### src/rtl/pc_fetch_unit_if.sv
// Fetch-stage bundle: instruction-memory read port, hazard/branch controls,
// and the IF/ID register contents presented to decode.
interface pc_fetch_unit_if;
   logic [63:0] imem_addr;
   logic [31:0] imem_instr;
   logic        stall;
   logic        redirect;
   logic [63:0] redirect_pc;
   logic        id_valid;
   logic [63:0] id_pc;
   logic [31:0] id_instr;
   logic        halted;
   logic        misalign_err;

   modport master (
      output imem_addr, id_valid, id_pc, id_instr, halted, misalign_err,
      input  imem_instr, stall, redirect, redirect_pc
   );

   modport slave (
      input  imem_addr, id_valid, id_pc, id_instr, halted, misalign_err,
      output imem_instr, stall, redirect, redirect_pc
   );
endinterface

### src/rtl/pc_fetch_unit.sv
// LEGv8 instruction fetch: owns the PC, reads instruction memory and fills
// the IF/ID register; handles stall, redirect, end-of-memory halt and misaligned trap.
module pc_fetch_unit #(
   parameter logic [63:0] RESET_PC  = 64'h0,
   parameter int          MEM_BYTES = 128
) (
   input  logic            clk,
   input  logic            rst_n,
   pc_fetch_unit_if.master bus
);

   localparam logic [63:0] LAST_PC = 64'(MEM_BYTES - 4);

   typedef enum logic [1:0] {WAIT, FETCH, HALT} state_t;

   state_t      state;
   logic [63:0] pc;
   logic        vld_p1;
   logic [63:0] pc_p1;
   logic [31:0] instr_p1;
   logic        halted_q;
   logic        misalign_q;

   // A wrapped PC lands near 2^64 and is rejected here like any other overrun.
   function automatic logic past_end(input logic [63:0] addr);
      return addr > LAST_PC;
   endfunction

   function automatic logic misaligned(input logic [63:0] addr);
      return addr[1:0] != 2'b00;
   endfunction

   // IF -> IF/ID boundary
   always_ff @(posedge clk or negedge rst_n) begin
      if (!rst_n) begin
         state      <= WAIT;
         pc         <= RESET_PC;
         vld_p1     <= 1'b0;
         pc_p1      <= 64'h0;
         instr_p1   <= 32'h0;
         halted_q   <= 1'b0;
         misalign_q <= 1'b0;
      end else begin
         case (state)
            WAIT: state <= FETCH;
            FETCH: begin
               if (bus.redirect) begin
                  vld_p1 <= 1'b0;
                  if (misaligned(bus.redirect_pc)) begin
                     misalign_q <= 1'b1;
                     halted_q   <= 1'b1;
                     state      <= HALT;
                  end else begin
                     pc <= bus.redirect_pc;
                  end
               end else if (bus.stall) begin
                  state <= FETCH;
               end else if (past_end(pc)) begin
                  vld_p1   <= 1'b0;
                  halted_q <= 1'b1;
                  state    <= HALT;
               end else begin
                  instr_p1 <= bus.imem_instr;
                  pc_p1    <= pc;
                  vld_p1   <= 1'b1;
                  pc       <= pc + 64'd4;
               end
            end
            HALT: vld_p1 <= 1'b0;
            default: begin
               vld_p1   <= 1'b0;
               halted_q <= 1'b1;
               state    <= HALT;
            end
         endcase
      end
   end

   assign bus.imem_addr    = pc;
   assign bus.id_valid     = vld_p1;
   assign bus.id_pc        = pc_p1;
   assign bus.id_instr     = instr_p1;
   assign bus.halted       = halted_q;
   assign bus.misalign_err = misalign_q;

endmodule

### src/flat_wrapper.sv
// flat-port wrapper written by rule: the top's interface ports become plain ports
module pc_fetch_unit_flat 
#(
   parameter logic [63:0] RESET_PC  = 64'h0,
   parameter int          MEM_BYTES = 128
)
  (clk, rst_n, bus_imem_addr, bus_id_valid, bus_id_pc, bus_id_instr, bus_halted, bus_misalign_err, bus_imem_instr, bus_stall, bus_redirect, bus_redirect_pc);
  pc_fetch_unit_if bus_i ();
  input  logic clk;
  input  logic rst_n;
  output wire logic [$bits(bus_i.imem_addr)-1:0] bus_imem_addr;
  output wire logic [$bits(bus_i.id_valid)-1:0] bus_id_valid;
  output wire logic [$bits(bus_i.id_pc)-1:0] bus_id_pc;
  output wire logic [$bits(bus_i.id_instr)-1:0] bus_id_instr;
  output wire logic [$bits(bus_i.halted)-1:0] bus_halted;
  output wire logic [$bits(bus_i.misalign_err)-1:0] bus_misalign_err;
  input wire logic [$bits(bus_i.imem_instr)-1:0] bus_imem_instr;
  input wire logic [$bits(bus_i.stall)-1:0] bus_stall;
  input wire logic [$bits(bus_i.redirect)-1:0] bus_redirect;
  input wire logic [$bits(bus_i.redirect_pc)-1:0] bus_redirect_pc;
  assign bus_imem_addr = bus_i.imem_addr;
  assign bus_id_valid = bus_i.id_valid;
  assign bus_id_pc = bus_i.id_pc;
  assign bus_id_instr = bus_i.id_instr;
  assign bus_halted = bus_i.halted;
  assign bus_misalign_err = bus_i.misalign_err;
  assign bus_i.imem_instr = bus_imem_instr;
  assign bus_i.stall = bus_stall;
  assign bus_i.redirect = bus_redirect;
  assign bus_i.redirect_pc = bus_redirect_pc;
  pc_fetch_unit #(.RESET_PC(RESET_PC), .MEM_BYTES(MEM_BYTES)) u_core (.clk(clk), .rst_n(rst_n), .bus(bus_i));
endmodule
### config.mk
export PLATFORM = sky130hd
export DESIGN_NAME = pc_fetch_unit_flat
export DESIGN_NICKNAME = d
export VERILOG_FILES = /design/src/rtl/pc_fetch_unit_if.sv /design/src/rtl/pc_fetch_unit.sv /design/src/flat_wrapper.sv
export SDC_FILE = /design/constraint.sdc
export NUM_CORES = 1
export LEC_CHECK = 0
export BUFFER_PORTS_ARGS = -buffer_cell sky130_fd_sc_hd__buf_2
export CELL_PAD_IN_SITES_DETAIL_PLACEMENT = 0
export CELL_PAD_IN_SITES_GLOBAL_PLACEMENT = 1
export CORE_MARGIN = 4
export CORE_UTILIZATION = 30
export CTS_CLUSTER_DIAMETER = 30
export CTS_CLUSTER_SIZE = 28
export DETAILED_ROUTE_END_ITERATION = 12
export GPL_TIMING_DRIVEN = 0
export PLACE_DENSITY = 0.77
export SETUP_SLACK_MARGIN = 0.4
export SYNTH_ARGS = -nofsm -noshare
export SYNTH_HDL_FRONTEND = slang
export SYNTH_SLANG_ARGS = --single-unit
### constraint.sdc
create_clock -name clk -period 1.9 [get_ports clk]
set_input_delay 0 -clock clk [delete_from_list [all_inputs] [get_ports clk]]
set_output_delay 0 -clock clk [all_outputs]
set_load 0.05 [all_outputs]
==> out/qor.csv, run 1 <==
metric,value,unit
status,"complete, but fails checks",
violations,setup timing,
cts_tree,built,
yosysTopAreaCellShare,61.7,%
ant_nets,0,
pwr-share-clk,38.2,%
end_kind,register,
p_sw,2.77,mW
cp_max_fo,10,
coreArea,0.0219,mm^2
leakage,5.80,nW
num_vias,6763,
clk_pin_slew,0.07,ns
die-area,0.0247,mm^2
yosysWarnings,0,
rsz0062_at_grt,true,
htree_levels,4,
worstHoldPathType,input port to asynchronous set/reset pin,
slew_viol_final,0,
critPathArrivalTime,2.52,ns
synthCells,677,
p_seq_share,45.2,%
final-hold-violation-count,0,
p_int,5.95,mW
dp_slack,-0.618,ns
port_buffers,262,
drive_above_1_share,46.4,%
area.growth.synth_to_final,66.3,%
cts_num_sinks,165,
finalCritPeriodShare,116,%
required,2.21,ns
stdcell_count,1392,
totalNegativeSetupSlack,-29.20,ns
slew_headroom,54.9,%
boundaryPins,263,
sw_frac_of_total,31.8,%
worst_pin_slew,0.676,ns
fin_ws,-0.313,ns
peakVddDrop,0.477,mV
antenna_found_initial,0,
cts_buffer_depth,2,
wirelength,25.3,mm
overflow,0,
cap_viol_max_count,0,
std_cell_rows,54,
drc,0,
synth_area,0.00669,mm^2
synthTopCellsByArea,"dfrtp_1 (62%), nand2_1 (12%), and2_1 (5.5%)",
clock_skew,0.0195,ns
synth_nets,778,
via_per_inst,4.86,
start_util,30.6,%
cp-start-kind,register,
cts_made_buffers,17,
globalplace.congestion,0.846,
cts-root-buf,clkbuf_16,
ys_seq_elements,165,
combPwrFrac,16.6,%
synth.distinct_cells,46,
clock.fmax,0.452,GHz
die_x,157,um
powerDensity,784,mW/mm^2
report.final.setup_viol,122,
fin_nets,1200,
diodes,0,
drtIter0Drc,392,
grt_max_degree,119,
grt_first_pass_wirelength,38.6,mm
crit_type,register to register,
clk_latency,0.43,ns
grt_pass1_vias,6740,
wl_per_cell,18.1,um
die_y,157,um
hpwl,17.1,mm
drtPass1Iterations,5,
yosysSeqAreaShare,61.7,%
dp_cells,1220,
yosysTopAreaCell,dfrtp_1,
fin_crit,2.21,ns
syn_avg_cell_area,9.88,um^2
grt_usage,20.0,%
layout make-up:
| type | count | area [um^2] |
|---|---|---|
| plain buffers | 31 | 313 |
| clock buffers | 18 | 439 |
| clock inverters | 14 | 120 |
| fillers | 2072 | 10800 |
| inverters | 9 | 33.8 |
| multi-input cells | 472 | 2880 |
| flip-flops and latches | 165 | 4200 |
| well taps | 280 | 350 |
| repair buffers | 403 | 2780 |
worst max-delay path, stage by stage, from the launching register on:
cell,delay (ns)
dfrtp_2,0.43
nor4b_4,0.34
nand4_1,0.22
nor4_4,0.44
nand2_4,0.16
buf_12,0.19
clkbuf_8,0.16
and2_1,0.16
cell families after synthesis:
logic type / share of synthesized area [%]
adders and majority gates: 0.187
and+or+nand+nor: 28.2
AOI/OAI and AO/OA: 5.74
buffers and inverters: 2.64
muxes: 1.48
DFF: 61.7
through the flow:
| step | hold WS (ns) | util, % | power (mW) | instance area (um^2) |
|---|---|---|---|---|
| floorplan | -0.296 | - | 4.64 | 6870 |
| global placement | 0.192 | 39.0 | 5.11 | 8530 |
| detailed placement | -0.0677 | 39.1 | 5.13 | 8570 |
| CTS | 0.0544 | 48.7 | 8.71 | 10700 |
| global route | 0.0931 | 50.8 | 9.08 | 11100 |
| finish | 0.0746 | 50.8 | 8.72 | 11100 |
worst paths after layout:
check                                               from                       to  slack, ns  cells past startpoint
max in group asynchronous                          rst_n          u_core.state[1]       0.82                      3
worst max-delay path            u_core.bus.imem_addr[26]     u_core.bus.id_pc[52]      -0.31                      7
worst min-delay path                               rst_n     u_core.bus.id_pc[46]       0.07                      2
worst max register to register  u_core.bus.imem_addr[26]     u_core.bus.id_pc[52]      -0.31                      7
min in group clk                      bus_redirect_pc[1]  u_core.bus.imem_addr[1]       0.20                      5
worst min register to register    u_core.bus.id_instr[4]   u_core.bus.id_instr[4]       0.46                      2
cell usage after synthesis (all sizes together):
| library cell | n |
|---|---|
| nor2b | 2 |
| nand2 | 222 |
| nand4 | 18 |
| and4 | 2 |
| nand3b | 2 |
| inv | 8 |
| buf | 14 |
| a22o | 1 |
| o22a | 1 |
| and3 | 4 |
| o22ai | 3 |
| o31ai | 2 |
| o21ai | 17 |
| a41oi | 2 |
| nor4 | 32 |
| nor4b | 1 |
| nand3 | 14 |
| o41ai | 1 |
| nand2b | 2 |
| or3 | 2 |
| o211ai | 2 |
| o21bai | 3 |
| ha | 1 |
| mux2 | 7 |
| nor3b | 1 |
| clkbuf | 17 |
| and2 | 59 |
| a31oi | 10 |
| and3b | 1 |
| dfrtp | 165 |
| o32ai | 1 |
| clkinv | 1 |
| a21oi | 16 |
| nor2 | 25 |
| mux2i | 2 |
| a311oi | 1 |
| a32oi | 1 |
| o21a | 1 |
| a22oi | 1 |
| nor3 | 11 |
| or2 | 1 |
layout by cell type, fill, tap and decap left out, drive strengths merged, types with 3 or more instances in the layout:
cell and instances:
a21oi 16, nand3 14, buf 322, clkinv 7, nor3 11, o22ai 3, nor4 32, a31oi 10
o21ai 17, nand2 222, nor2 25, mux2 7, dfrtp 165, and2 59, o21bai 3, clkbuf 32
nand4 18, inv 12, dlygate4sd3 98, clkinvlp 4, and3 4
state kept, by name, summed over array words and instances (netlist names):
register	flops
u_core.bus.imem_addr	64
u_core.bus.halted	1
u_core.bus.misalign_err	1
u_core.bus.id_pc	64
u_core.bus.id_valid	1
u_core.bus.id_instr	32
u_core.state	2
layer usage:
layer  wire length (um)  part of all wire, %  GRT usage, %
met3               2090                  8.3          4.43
met5                  0                    0             0
met4                465                  1.8          6.84
met2              11800                   47          31.5
met1              10900                   43          27.6
timing repair:
| item | CTS | global route |
|---|---|---|
| endpoints found under the setup margin | 164 | 162 |
| gates cloned | 3 | 3 |
| hold buffers | 98 | 0 |
| setup buffers | 24 | 12 |
| gates resized for setup | 89 | 80 |
| hold endpoints to repair | 222 | 0 |
| pin swaps | 35 | 43 |
power groups by stage:
stage / Sequential, mW / Clock, mW / Combinational, mW
after detailed placement: 3.99 / 0 / 1.15
final: 3.95 / 3.33 / 1.45
after floorplan: 4.40 / 0 / 0.242
after global routing: 3.96 / 3.57 / 1.55
after global placement: 3.98 / 0 / 1.13
after CTS: 3.92 / 3.40 / 1.39
Power figures use the tool's default switching activity.
==> run 2: changes to the inputs <==
--- a/config.mk
+++ b/config.mk
@@ -10,6 +10,7 @@
 export CELL_PAD_IN_SITES_GLOBAL_PLACEMENT = 1
 export CORE_MARGIN = 4
 export CORE_UTILIZATION = 30
+export CTS_BUF_LIST = sky130_fd_sc_hd__clkbuf_16
 export CTS_CLUSTER_DIAMETER = 30
 export CTS_CLUSTER_SIZE = 28
 export DETAILED_ROUTE_END_ITERATION = 12
==> out/qor.csv, run 2 (synthesis results as in run 1) <==
metric,value,unit,change
mostFrequentLayoutCells,"buf_2 (262), nand2_1 (182), dfrtp_1 (106)",,
drive_above_1_share,50.5,%,+4.1 points
slew_viol_final,0,,unchanged
finalInstanceArea,0.0115,mm^2,+3.0%
clk_pin_slew,0.07,ns,about the same
required,2.21,ns,about the same
ff2ff_setup_slack,-0.31,ns,about the same
dp_cells,1220,,unchanged
wirelength,25.6,mm,+1.6%
htree_levels,4,,unchanged
clk_latency,0.43,ns,about the same
drtPass1Iterations,5,,unchanged
cp-start-kind,register,,
finalCritPeriodShare,117,%,about the same
cts_buffer_depth,2,,unchanged
peakVddDrop,0.510,mV,+7.0%
grt_max_degree,119,,unchanged
crit_type,register to register,,
grt_first_pass_wirelength,38.8,mm,+0.43%
stdcell_count,1401,,+0.65%
cp_max_fo,10,,unchanged
drtIter0Drc,315,,-20%
totalNegativeSetupSlack,-29.71,ns,-0.501 ns
num-fill-cells,2042,,-1.4%
cap_viol_max_count,0,,unchanged
area.growth.synth_to_final,71.3,%,
die_x,157,um,unchanged
slowest_stage,nor4_4,,
critPathArrivalTime,2.53,ns,about the same
std_cell_rows,54,,unchanged
diodes,0,,unchanged
die-area,0.0247,mm^2,unchanged
cts-root-buf,clkbuf_16,,
worst_pin_slew,0.631,ns,-0.0450 ns
drc,0,,unchanged
wl_per_cell,18.3,um,+0.92%
fin_ws,-0.315,ns,-0.00195 ns
ant_nets,0,,unchanged
mostFrequentLayoutCell,buf_2,,
end_kind,register,,
violations,setup timing,,
hold_slack,0.0803,ns,+0.00578 ns
hpwl,17.1,mm,unchanged
cts_tree,built,,
grt_pass1_vias,6775,,+0.52%
report.final.setup_viol,122,,unchanged
antenna_found_initial,0,,unchanged
boundaryPins,263,,unchanged
cts_num_sinks,165,,unchanged
status,"complete, but fails checks",,
num_vias,6832,,+1.0%
port_buffers,262,,unchanged
via_per_inst,4.88,,+0.37%
slew_headroom,57.9,%,+3.0 points
grt_usage,20.1,%,+0.087 points
fin_util,52.4,%,+1.5 points
final-hold-violation-count,0,,unchanged
fin_crit,2.21,ns,+0.00195 ns
cts_made_buffers,17,,unchanged
start_util,30.6,%,unchanged
powerDensity,761,mW/mm^2,-3.0%
path_cells,nor4b_4 -> nand4_1 -> nor4_4 -> nand2_4 -> buf_12 -> clkbuf_8 -> and2_1,,
globalplace.congestion,0.846,,unchanged
clock.fmax,0.451,GHz,about the same
clock_skew,0.0162,ns,-0.00327 ns
worstHoldPathType,input port to asynchronous set/reset pin,,
coreArea,0.0219,mm^2,unchanged
die_y,157,um,unchanged
leakage,5.91,nW,+2.0%
critPathMaxStageDelay,0.44,ns,about the same
fin_nets,1209,,+0.75%
overflow,0,,unchanged
rsz0062_at_grt,true,,
place_area,0.00857,mm^2,unchanged
==> run 2: changes by cell type in the layout (fill, tap and decap cells not counted), sizes merged <==
cell,previous run,this run
buf,322,331
clkbuf,32,31
clkinv,7,8
==> run 2: cell type report <==
cell class	instances	area, um^2	share of cell area, %
clock buffers	17	425	3.71
repair buffers	412	2900	25.3
plain buffers	31	368	3.21
multi-input cells	472	3060	26.7
clock inverters	15	124	1.08
inverters	9	33.8	0.295
flip-flops and latches	165	4200	36.7
well taps	280	350	3.06
==> run 2: power by group <==
group	switching, mW	total, mW	leakage [nW]	internal, mW
sequential	0.286	3.96	2.14	3.68
clock	1.57	3.27	0.256	1.70
combinational	0.931	1.49	3.51	0.556
total	2.78	8.72	5.91	5.93
==> run 2: worst paths after layout <==
check / startpoint / endpoint / cells after the start
setup / recovery: u_core.bus.imem_addr[26] / u_core.bus.id_pc[52] / 7
hold / removal: rst_n / u_core.bus.id_pc[46] / 2
setup reg to reg: u_core.bus.imem_addr[26] / u_core.bus.id_pc[52] / 7
hold reg to reg: u_core.bus.id_instr[14] / u_core.bus.id_instr[14] / 2
max in group asynchronous: rst_n / u_core.bus.imem_addr[8] / 3
min in group clk: bus_redirect_pc[1] / u_core.bus.imem_addr[34] / 5
==> run 2: per-stage QoR <==
stage	power (mW)	setup slack [ns]
floorplan	4.64	-0.0755
global placement	5.11	-2.16
detailed placement	5.13	-0.618
CTS	8.67	-0.265
global route	9.09	-0.369
finish	8.72	-0.315
==> run 2: metal layers <==
metal / part of all wire [%] / GRT usage, % / vias to the layer above
li1: - / - / 3150
met1: 44 / 27.7 / 3336
met2: 46 / 31.4 / 296
met3: 7.4 / 4.65 / 50
met4: 2.1 / 7.13 / 0
met5: 0 / 0 / -
==> run 2: timing repair <==
item,CTS,global route
pin swaps,36,79
resized for setup,95,148
buffers inserted,26,16
endpoints found under the hold margin,222,0
cloned,4,5
hold buffers,98,0
setup endpoints to repair,164,161
==> run 2: critical path: cells and delay by family, from the launching register on <==
family,cells,cell delay (ns)
buffers and inverters,2,0.35
and+or+nand+nor,5,1.31
DFF,1,0.43
==> run 3: changes to the inputs <==
--- a/config.mk
+++ b/config.mk
@@ -15,7 +15,7 @@
 export CTS_CLUSTER_SIZE = 28
 export DETAILED_ROUTE_END_ITERATION = 12
 export GPL_TIMING_DRIVEN = 0
-export PLACE_DENSITY = 0.77
+export PLACE_DENSITY_LB_ADDON = 0.3
 export SETUP_SLACK_MARGIN = 0.4
 export SYNTH_ARGS = -nofsm -noshare
 export SYNTH_HDL_FRONTEND = slang
==> out/qor.csv, run 3 (synthesis results as in run 1) <==
metric,value,unit,change
wirelength,25.4,mm,-1.2%
die_y,157,um,unchanged
area.sequential,0.00420,mm^2,unchanged
slew_headroom,52.9,%,-5.1 points
status,"complete, but fails checks",,
grtUsageMet1,27.5,%,-0.18 points
std_cell_rows,54,,unchanged
powerDensity,779,mW/mm^2,+2.4%
port_buffers,262,,unchanged
peakVddDrop,0.482,mV,-5.6%
mostFrequentLayoutCell,buf_2,,
drtPass1Iterations,5,,unchanged
report.final.setup_viol,123,,+0.82%
drive_above_1_share,51.3,%,+0.76 points
num-fill-cells,2043,,+0.049%
fin_util,52.5,%,+0.18 points
diodes,0,,unchanged
crit_cells,9,,+2
fin_ws,-0.276,ns,+0.0391 ns
ff2ff_setup_slack,-0.28,ns,+0.04 ns
die-area,0.0247,mm^2,unchanged
wl_per_cell,18.2,um,-0.80%
mostFrequentLayoutCells,"buf_2 (261), nand2_1 (180), dfrtp_1 (106)",,
hpwl,17.2,mm,+0.47%
slew_viol_final,0,,unchanged
clock.fmax,0.460,GHz,+1.8%
dp_slack,-0.701,ns,-0.0831 ns
num_vias,6660,,-2.5%
leakage,5.95,nW,+0.53%
antenna_found_initial,0,,unchanged
critPathMaxStageDelay,0.47,ns,+0.03 ns
area.growth.synth_to_final,71.9,%,
reg2regPathDepth,9,,+2
cts_made_buffers,17,,unchanged
grt_first_pass_wirelength,38.4,mm,-1.0%
rsz0062_at_grt,true,,
fin_crit,2.18,ns,-0.0391 ns
die_x,157,um,unchanged
use_met3,5.09,%,+0.44 points
clk_latency,0.42,ns,about the same
cts_num_sinks,165,,unchanged
worst_pin_slew,0.707,ns,+0.0760 ns
hold_slack,0.196,ns,+0.115 ns
slowest_stage,dfrtp_2,,
worstHoldPathType,input port to asynchronous set/reset pin,,
via_per_inst,4.77,,-2.2%
r2r_end,u_core.bus.id_instr[30],,
cts_tree,built,,
finalInstanceArea,0.0115,mm^2,+0.34%
totalNegativeSetupSlack,-25.90,ns,+3.80 ns
cap_viol_max_count,0,,unchanged
final-hold-violation-count,0,,unchanged
cts-root-buf,clkbuf_16,,
start_util,30.6,%,unchanged
path_buf_inv,3,,+1
required,2.21,ns,about the same
cts_buffer_depth,2,,unchanged
place_area,0.00857,mm^2,unchanged
grt_max_degree,92,,-23%
htree_levels,4,,unchanged
violations,setup timing,,
grt_usage,19.9,%,-0.27 points
cp_max_fo,9,,-1
globalplace.congestion,0.851,,+0.66%
end_kind,register,,
path_cells,nor4_2 -> nand4_1 -> nor4_4 -> buf_4 -> nand2_8 -> buf_12 -> clkbuf_16 -> nand2_2 -> nand2_1,,
clk_pin_slew,0.07,ns,about the same
drtIter0Drc,400,,+27%
critPathArrivalTime,2.49,ns,-0.04 ns
cp-start-kind,register,,
finalCritPeriodShare,115,%,-2.1 points
startpoint,u_core.bus.imem_addr[44],,
grt_pass1_vias,6781,,+0.089%
boundaryPins,263,,unchanged
fin_nets,1204,,-0.41%
critical_path.top_delay_family,simple AND/OR/NAND/NOR gates,,
ant_nets,0,,unchanged
grt_use_met2,31.2,%,-0.12 points
grt_most_used_layer,met2,,
clock_skew,0.0115,ns,-0.00473 ns
coreArea,0.0219,mm^2,unchanged
crit_type,register to register,,
timing.rr.start,u_core.bus.imem_addr[44],,
drc,0,,unchanged
multi_input_area,0.00306,mm^2,+0.20%
overflow,0,,unchanged
[run 3: area by class of cell]
class                   instances  share of cell area, %
repair buffers                407                   24.9
flip-flops and latches        165                   36.5
clock buffers                  17                   3.70
plain buffers                  31                   3.45
well taps                     280                   3.05
multi-input cells             472                   26.6
inverters                       9                  0.294
clock inverters                15                   1.49
[run 3: per-layer routing]
metal	part of all wire, %	wire length [um]
met5	0	0
met4	1.7	430
met3	7.4	1880
met2	46	11700
met1	45	11300
[run 3: through the flow]
step,power (mW),std cells
after CTS,9.00,1384
after floorplan,4.64,677
after global routing,9.33,1396
after detailed placement,5.14,1220
after global placement,5.13,1219
final,8.95,1396
[run 3: worst max path at each step]
| stage | to |
|---|---|
| 2_1_floorplan | u_core.bus.id_pc[36] |
| 3_3_place_gp | u_core.bus.imem_addr[10] |
| 3_5_place_dp | u_core.bus.imem_addr[40] |
| 4_1_cts | u_core.bus.imem_addr[4] |
| 5_1_grt | u_core.bus.id_instr[8] |
| 6_report | u_core.bus.id_instr[30] |
[run 3: what timing repair did]
item | CTS | global route
hold buffers | 98 | 0
cloned | 4 | 6
resized for setup | 116 | 142
endpoints found under the setup margin | 164 | 162
endpoints found under the hold margin | 186 | 0
buffers inserted | 30 | 6
pin swaps | 47 | 36
[run 3: power by group]
group	internal, mW	total, mW	switching (mW)
combinational	0.534	1.47	0.931
clock	1.98	3.55	1.58
sequential	3.68	3.94	0.259
total	6.19	8.95	2.77
